==> src/rtl/actor_result_source_if.sv <==
// Token handshake between actor_result_source and its consumer:
// the source offers DATA/COUNT with SEND, the consumer answers with ACK/RDY.
interface actor_result_source_if;
  logic [7:0]  DATA;
  logic [15:0] COUNT;
  logic        SEND;
  logic        ACK;
  logic        RDY;

  modport master (output DATA, COUNT, SEND, input ACK, RDY);
  modport slave  (input DATA, COUNT, SEND, output ACK, RDY);
endinterface

==> src/rtl/actor_result_source.sv <==
// Free-running token source: emits START_VALUE, START_VALUE+STEP, ... on a SEND/ACK handshake.
// Define ACTOR_SOURCE_LIMIT_EN to stop in DONE after MAX_TOKENS transfers (0 = unlimited).
module actor_result_source #(
  parameter logic [7:0]  START_VALUE = 8'h00,
  parameter logic [7:0]  STEP        = 8'h01,
  parameter logic [15:0] MAX_TOKENS  = 16'd16
) (
  input  logic                         CLK,
  input  logic                         RESET,
  actor_result_source_if.master        result,
  output logic                         done
);

`ifdef ACTOR_SOURCE_LIMIT_EN
  localparam bit LIMIT_EN = 1'b1;
`else
  localparam bit LIMIT_EN = 1'b0;
`endif

  typedef enum logic [2:0] {KICK0, KICK1, WAIT, OFFER, DONE} state_t;

  state_t      state;
  logic [7:0]  data_q;
  logic [15:0] tok_cnt;
  logic [7:0]  data_nxt;
  logic [15:0] cnt_nxt;
  logic        limit_hit;

  function automatic logic [7:0] step_data(input logic [7:0] d);
    return d + STEP;
  endfunction

  function automatic logic reached_limit(input logic [15:0] c);
    return LIMIT_EN && (MAX_TOKENS != 16'd0) && (c == MAX_TOKENS);
  endfunction

  assign data_nxt  = step_data(data_q);
  assign cnt_nxt   = tok_cnt + 16'd1;
  assign limit_hit = reached_limit(cnt_nxt);

`ifndef ACTOR_SOURCE_LIMIT_EN
  assign done = 1'b0;
`endif

  // All outputs are registered; SEND/DATA only change on a transfer or leaving WAIT.
  always_ff @(posedge CLK or posedge RESET) begin
    if (RESET) begin
      state        <= KICK0;
      data_q       <= START_VALUE;
      tok_cnt      <= 16'd0;
      result.SEND  <= 1'b0;
      result.COUNT <= 16'd0;
      result.DATA  <= START_VALUE;
`ifdef ACTOR_SOURCE_LIMIT_EN
      done         <= 1'b0;
`endif
    end else begin
      case (state)
        KICK0: state <= KICK1;
        KICK1: state <= WAIT;
        WAIT: begin
          if (result.RDY) begin
            state        <= OFFER;
            result.SEND  <= 1'b1;
            result.DATA  <= data_q;
            result.COUNT <= 16'd1;
          end
        end
        OFFER: begin
          if (result.ACK) begin
            data_q  <= data_nxt;
            tok_cnt <= cnt_nxt;
            if (limit_hit) begin
              state        <= DONE;
              result.SEND  <= 1'b0;
              result.COUNT <= 16'd0;
`ifdef ACTOR_SOURCE_LIMIT_EN
              done         <= 1'b1;
`endif
            end else if (result.RDY) begin
              result.DATA <= data_nxt;
            end else begin
              state        <= WAIT;
              result.SEND  <= 1'b0;
              result.COUNT <= 16'd0;
            end
          end
        end
        DONE: state <= DONE;
        default: state <= KICK0;
      endcase
    end
  end

endmodule

==> src/flat_wrapper.sv <==
// flat-port wrapper written by rule: the top's interface ports become plain ports
module actor_result_source_flat 
#(
  parameter logic [7:0]  START_VALUE = 8'h00,
  parameter logic [7:0]  STEP        = 8'h01,
  parameter logic [15:0] MAX_TOKENS  = 16'd16
)
  (CLK, RESET, done, result_DATA, result_COUNT, result_SEND, result_ACK, result_RDY);
  actor_result_source_if result_i ();
  input  logic CLK;
  input  logic RESET;
  output logic done;
  output wire logic [$bits(result_i.DATA)-1:0] result_DATA;
  output wire logic [$bits(result_i.COUNT)-1:0] result_COUNT;
  output wire logic [$bits(result_i.SEND)-1:0] result_SEND;
  input wire logic [$bits(result_i.ACK)-1:0] result_ACK;
  input wire logic [$bits(result_i.RDY)-1:0] result_RDY;
  assign result_DATA = result_i.DATA;
  assign result_COUNT = result_i.COUNT;
  assign result_SEND = result_i.SEND;
  assign result_i.ACK = result_ACK;
  assign result_i.RDY = result_RDY;
  actor_result_source #(.START_VALUE(START_VALUE), .STEP(STEP), .MAX_TOKENS(MAX_TOKENS)) u_core (.CLK(CLK), .RESET(RESET), .result(result_i), .done(done));
endmodule
==> config.mk <==
export PLATFORM = sky130hd
export DESIGN_NAME = actor_result_source_flat
export DESIGN_NICKNAME = d
export VERILOG_FILES = /design/src/rtl/actor_result_source_if.sv /design/src/rtl/actor_result_source.sv /design/src/flat_wrapper.sv
export SDC_FILE = /design/constraint.sdc
export NUM_CORES = 1
export LEC_CHECK = 0
export BUFFER_PORTS_ARGS = -buffer_cell sky130_fd_sc_hd__buf_2
export CORE_ASPECT_RATIO = 1.4
export CORE_UTILIZATION = 45
export CTS_CLUSTER_SIZE = 16
export DETAILED_ROUTE_END_ITERATION = 12
export GPL_ROUTABILITY_DRIVEN = 0
export PLACE_DENSITY = 0.69
export SLEW_MARGIN = 20
export SYNTH_ARGS = -nofsm -noshare
export SYNTH_HDL_FRONTEND = slang
export SYNTH_SLANG_ARGS = --single-unit
==> constraint.sdc <==
create_clock -name CLK -period 2.65 [get_ports CLK]
set_clock_uncertainty 0.15 [all_clocks]
set_input_delay 0.1325 -clock CLK [delete_from_list [all_inputs] [get_ports CLK]]
set_output_delay 0.1325 -clock CLK [all_outputs]
set_load 0.02 [all_outputs]
Word level (Yosys, flattened, before mapping)
Index checks and enable logic that the tools add are counted.
{"block": "totals", "ff_bits": 36, "inputBits": 4, "out_inout_bits": 26, "wordCells": 36}
{"block": "classes", "addsub": 1, "eq_ne": 8, "mux": 16, "reduce_logical": 6}
{"op": "16-bit two-way mux", "n": 3}
{"op": "16-bit case mux with 2 select lines", "n": 1}
{"op": "8-bit two-way mux", "n": 3}
{"op": "8-bit case mux with 2 select lines", "n": 1}
{"op": "3-bit case mux with 5 select lines", "n": 1}
{"op": "3-bit two-way mux", "n": 3}
{"op": "8-bit by 1-bit adder with 8-bit output (second input constant)", "n": 1}
{"op": "2-bit != test (second input constant)", "n": 4}
{"op": "4-bit AND reduction", "n": 2}
{"op": "3-bit by 2-bit == test with 1-bit output (second input constant)", "n": 2}
{"op": "3-bit by 1-bit == test with 1-bit output (second input constant)", "n": 1}
{"op": "3-bit == test (second input constant)", "n": 1}
{"op": "3-bit zero test", "n": 1}
{"op": "1-bit two-way mux", "n": 3}
{"op": "3-bit AND reduction", "n": 1}
{"op": "1-bit case mux with 2 select lines", "n": 1}
{"op": "2-bit AND reduction", "n": 1}
{"op": "2-bit nonzero test", "n": 1}

Logic depth before layout (Yosys ltp)
{"block": "logic_depth", "ltp_word": 4, "depth_mapped": 6, "depth_no_buf": 5}

Worst setup path before layout
No wires, ideal clock.
{"block": "synth_path", "kind": "register -> register", "startpoint": "reg u_core.data_q[0]", "endpoint": "reg u_core.result.DATA[6]", "setup_ns": 0.122, "arrival_time_ns": 1.153, "required_ns": 2.378, "setup_slack_ns": 1.225, "path_stages_with_launch": 6, "n_path_buf": 0, "period_less_slack_ns": 1.425, "path_cell_list": "dfrtp_1 ha_1 nand3_1 nor3_2 xnor2_1 a21oi_2"}
{"block": "synth_between", "elab_chain_len": 4}
{"element": "from (decl)", "line": "actor_result_source.sv:23", "text": "logic [7:0] data_q;"}
{"element": "from (signal assigned)", "line": "actor_result_source.sv:71", "text": "data_q <= data_nxt;"}
{"element": "8-bit by 1-bit adder with 8-bit output", "line": "actor_result_source.sv:30", "text": "return d + STEP;"}
{"element": "8-bit two-way mux", "line": "actor_result_source.sv:80", "text": "end else if (result.RDY) begin"}
{"element": "8-bit two-way mux", "line": "actor_result_source.sv:70", "text": "if (result.ACK) begin"}
{"element": "8-bit case mux with 2 select lines", "line": "actor_result_source.sv:58", "text": "case (state)"}
{"element": "to (signal assigned)", "line": "actor_result_source.sv:65", "text": "result.DATA <= data_q;"}
{"element": "to (signal assigned)", "line": "actor_result_source.sv:81", "text": "result.DATA <= data_nxt;"}
{"element": "to (decl)", "line": "actor_result_source_if.sv:10", "text": "modport master (output DATA, COUNT, SEND, input ACK, RDY);"}
Every way passes these cells. The select of a mux whose other input is x is not followed.
A chain may end at the register's enable or synchronous reset.

Final worst setup path
{"block": "layout_path", "startpoint": "in result_ACK", "endpoint": "reg u_core.result.DATA[1]"}
{"block": "layout_between", "elab_chain_len": 2}
{"element": "from (decl)", "line": "flat_wrapper.sv:16", "text": "input wire logic [$bits(result_i.ACK)-1:0] result_ACK;"}
{"element": "2-bit != test (no line)"}
{"element": "4-bit AND reduction (no line)"}
Every way passes these cells.

==> results.py <==
metrics = {
    "power": {
        "powerDensity_nw_per_um2": 854,
        "clockPowerShare_pct": 14.6,
        "internal_power_mw": 0.588,
        "p_sw_share_pct": 39.5,
        "comb_power_share_pct": 36.1,
        "pwr-share-seq_pct": 49.3,
        "power_switching_mw": 0.384,
        "ir_drop_v": 0.000418,
        "leakagePower_nw": 0.534,
    },
    "placement": {
        "portBuffers": 13,
        "dp_hpwl_mm": 1.25,
        "placed_cell_area_um2": 1080,
    },
    "layout": {
        "multi_input_area_um2": 480,
        "final_nets": 130,
        "fillers": 215,
        "regArea_um2": 500,
        "area_growth_pct": 4.36,
        "drive_gt1_share_pct": 20.3,
        "fin_area_um2": 1140,
        "diodes": 0,
    },
    "detailed_routing": {
        "drcViolationCount": 2,
        "wire_per_inst_um": 11.3,
        "finalWirelength_mm": 1.64,
        "first_iter_violations": 11,
        "firstDrtPassIters": 10,
        "ant_nets": 0,
        "vias": 688,
        "drt-vias-per-instance": 4.74,
    },
    "timing": {
        "setup_violations": 0,
        "period_share_pct": 60.2,
        "fin_crit_ns": 1.60,
        "slew-limit-headroom_pct": 50.3,
        "maxSlewViolCount": 0,
        "hold_viol_final": 0,
        "fmax_mhz": 627,
        "rsz0062_at_grt": "no",
        "tightest_slew_ns": 0.744,
        "tns_ns": 0,
    },
    "critical_path": {
        "arrival_ns": 1.67,
        "max_stage_delay_ns": 0.53,
        "worst-setup-path-type": "in2reg",
        "cp-end-kind": "flop",
        "worstPathMaxFanout": 16,
        "cp-start-kind": "input port",
        "cpMaxStageDelayCell": "and4_1",
        "path_buf_inv": 2,
        "critPathTopFamily": "simple AND/OR/NAND/NOR gates",
        "worst_ep_required_time_ns": 2.72,
        "crit_chain": "dlygate4sd3_1, buf_2, nand2b_1, and4_1, nor2_1, a31oi_1",
    },
    "clocking": {
        "cts_root_buf": "clkbuf_4",
        "cts_setup_buffers": 0,
        "clock_latency_ns": 0.29,
        "cts_buffers": 3,
        "h-tree-depth": 1,
        "cts_tree": "built",
        "clk_pin_slew_ns": 0.11,
        "cts_sinks": 20,
        "cts_buffer_depth": 2,
    },
    "global_routing": {
        "grt_use_total_pct": 15.0,
        "grt_max_degree": 21,
        "overflow": 0,
        "antenna_found_initial": 0,
        "grt_pass1_wl_mm": 2.90,
        "grt_pass1_vias": 669,
    },
    "floorplan": {
        "initial_core_util_pct": 48.9,
        "die_w_um": 43.6,
        "ios": 30,
        "die-area_um2": 2630,
        "rows": 20,
        "fp.dieH_um": 60.2,
        "core_area_um2": 2230,
    },
    "worst_hold_path": {
        "hold_class": "reg2reg",
    },
    "synth": {
        "yosys_warnings": 0,
        "synth_area_leaders": "dfrtp_1 46%, buf_4 13%, xnor2_1 6.4%",
        "yosysSeqAreaShare_pct": 45.9,
        "synth_top_area_share_pct": 45.9,
        "syn_avg_cell_area_um2": 10.0,
        "ys_types": 26,
        "syn_area_um2": 1090,
        "ys_ff_latch": 20,
        "synth_top_area_cell": "dfrtp_1",
        "synthCells": 109,
    },
    "flow_run": {
        "cap_violations": 0,
    },
    "status": {
        "violations": "DRC",
        "status": "finished with violations",
    },
}
[routing by layer]
metal | track usage, % | wire (um) | vias to the layer above
li1 | - | - | 351
met1 | 16.5 | 665 | 322
met2 | 27.5 | 916 | 13
met3 | 2.72 | 40 | 2
met4 | 6.70 | 21 | 0
met5 | 0 | 0 | -
[stage by stage]
| step | cells | utilization (%) | power, mW | worst slack, ns | hold slack [ns] |
|---|---|---|---|---|---|
| 2_1_floorplan | 124 | - | 0.766 | 1.23 | -0.0537 |
| 3_3_place_gp | 139 | 48.7 | 0.823 | 1.16 | 0.145 |
| 3_5_place_dp | 139 | 48.7 | 0.838 | 1.06 | 0.150 |
| 4_1_cts | 145 | 51.1 | 0.982 | 1.05 | 0.321 |
| 5_1_grt | 145 | 51.1 | 1.04 | 0.858 | 0.342 |
| 6_report | 145 | 51.1 | 0.972 | 1.05 | 0.315 |
[Yosys cell counts]
cell,count
and2_1,1
ha_1,1
mux2_2,1
inv_1,3
a31oi_1,2
xnor2_1,8
nand2_1,6
buf_6,1
conb_1,1
a21oi_2,1
dfrtp_1,20
and3b_1,1
nand2_4,1
nand3b_1,1
nand3_1,2
and4_1,1
nor3_1,2
nand2b_1,2
xor2_1,6
buf_4,19
a21oi_1,8
or2_2,1
nor2_1,14
nand3_2,1
nand4_1,1
nor3_2,4
[worst register-to-register path, stage by stage, from the launching register on]
cell	delay [ns]
dfrtp_1	0.46
ha_1	0.23
nand3_1	0.18
nor3_2	0.23
xnor2_1	0.16
a21oi_2	0.07
[layout by cell type (no fill, tap or decap), drive strengths merged]
master and count:
dfrtp 20, conb 16, nor2 14, buf 13, a21oi 9, xnor2 8, nand2 7, xor2 6
nor3 6, inv 3, clkbuf 3, dlygate4sd3 3, nand3 3, nand2b 2, a31oi 2, and4 1
nand4 1, nand3b 1, or2 1, and3b 1, mux2 1, and2 1, ha 1
[cell families after synthesis]
group | synth area share (%)
xor gates and xnor gates | 11.3
AOI/OAI and AO/OA | 5.63
buffers and inverters | 15.2
other | 0.344
muxes | 1.03
adders and majority gates | 1.15
and+or+nand+nor | 19.5
DFF | 45.9
[power by group through the flow]
stage | sequential, mW | clock, mW | combinational [mW]
4_1_cts | 0.480 | 0.145 | 0.356
6_report | 0.479 | 0.142 | 0.351
3_5_place_dp | 0.487 | 0 | 0.351
3_3_place_gp | 0.481 | 0 | 0.342
2_1_floorplan | 0.532 | 0 | 0.233
5_1_grt | 0.495 | 0.156 | 0.394
[registers in the layout (all words and copies together) (netlist names)]
signal	count
u_core.data_q	8
u_core.result.COUNT	1
u_core.result.DATA	8
u_core.state	3
[final cells by class]
cell class | instances | share of cell area (%)
sequential | 20 | 44.0
timing repair buffer | 16 | 8.36
multi-input combinational | 81 | 42.2
clock buffer | 3 | 1.98
tap | 22 | 2.42
inverter | 3 | 0.990
[final timing paths]
check                                         to  slack, ns  cells past startpoint        startpoint
max                        u_core.result.DATA[1]       1.05                      6        result_ACK
min                              u_core.state[0]       0.32                      1   u_core.state[2]
max reg2reg                u_core.result.DATA[6]       1.06                      5  u_core.data_q[0]
min reg2reg                      u_core.state[0]       0.32                      1   u_core.state[2]
max in group asynchronous       u_core.data_q[5]       1.54                      3             RESET
min in group asynchronous  u_core.result.DATA[7]       0.35                      3             RESET
[what timing repair did]
action | in CTS | in global routing
endpoints found under the hold margin | 22 | 0
hold buffers | 3 | 0
setup endpoints to repair | 0 | 0
resized for setup | 0 | 0
(Power assumes the default switching activity.)
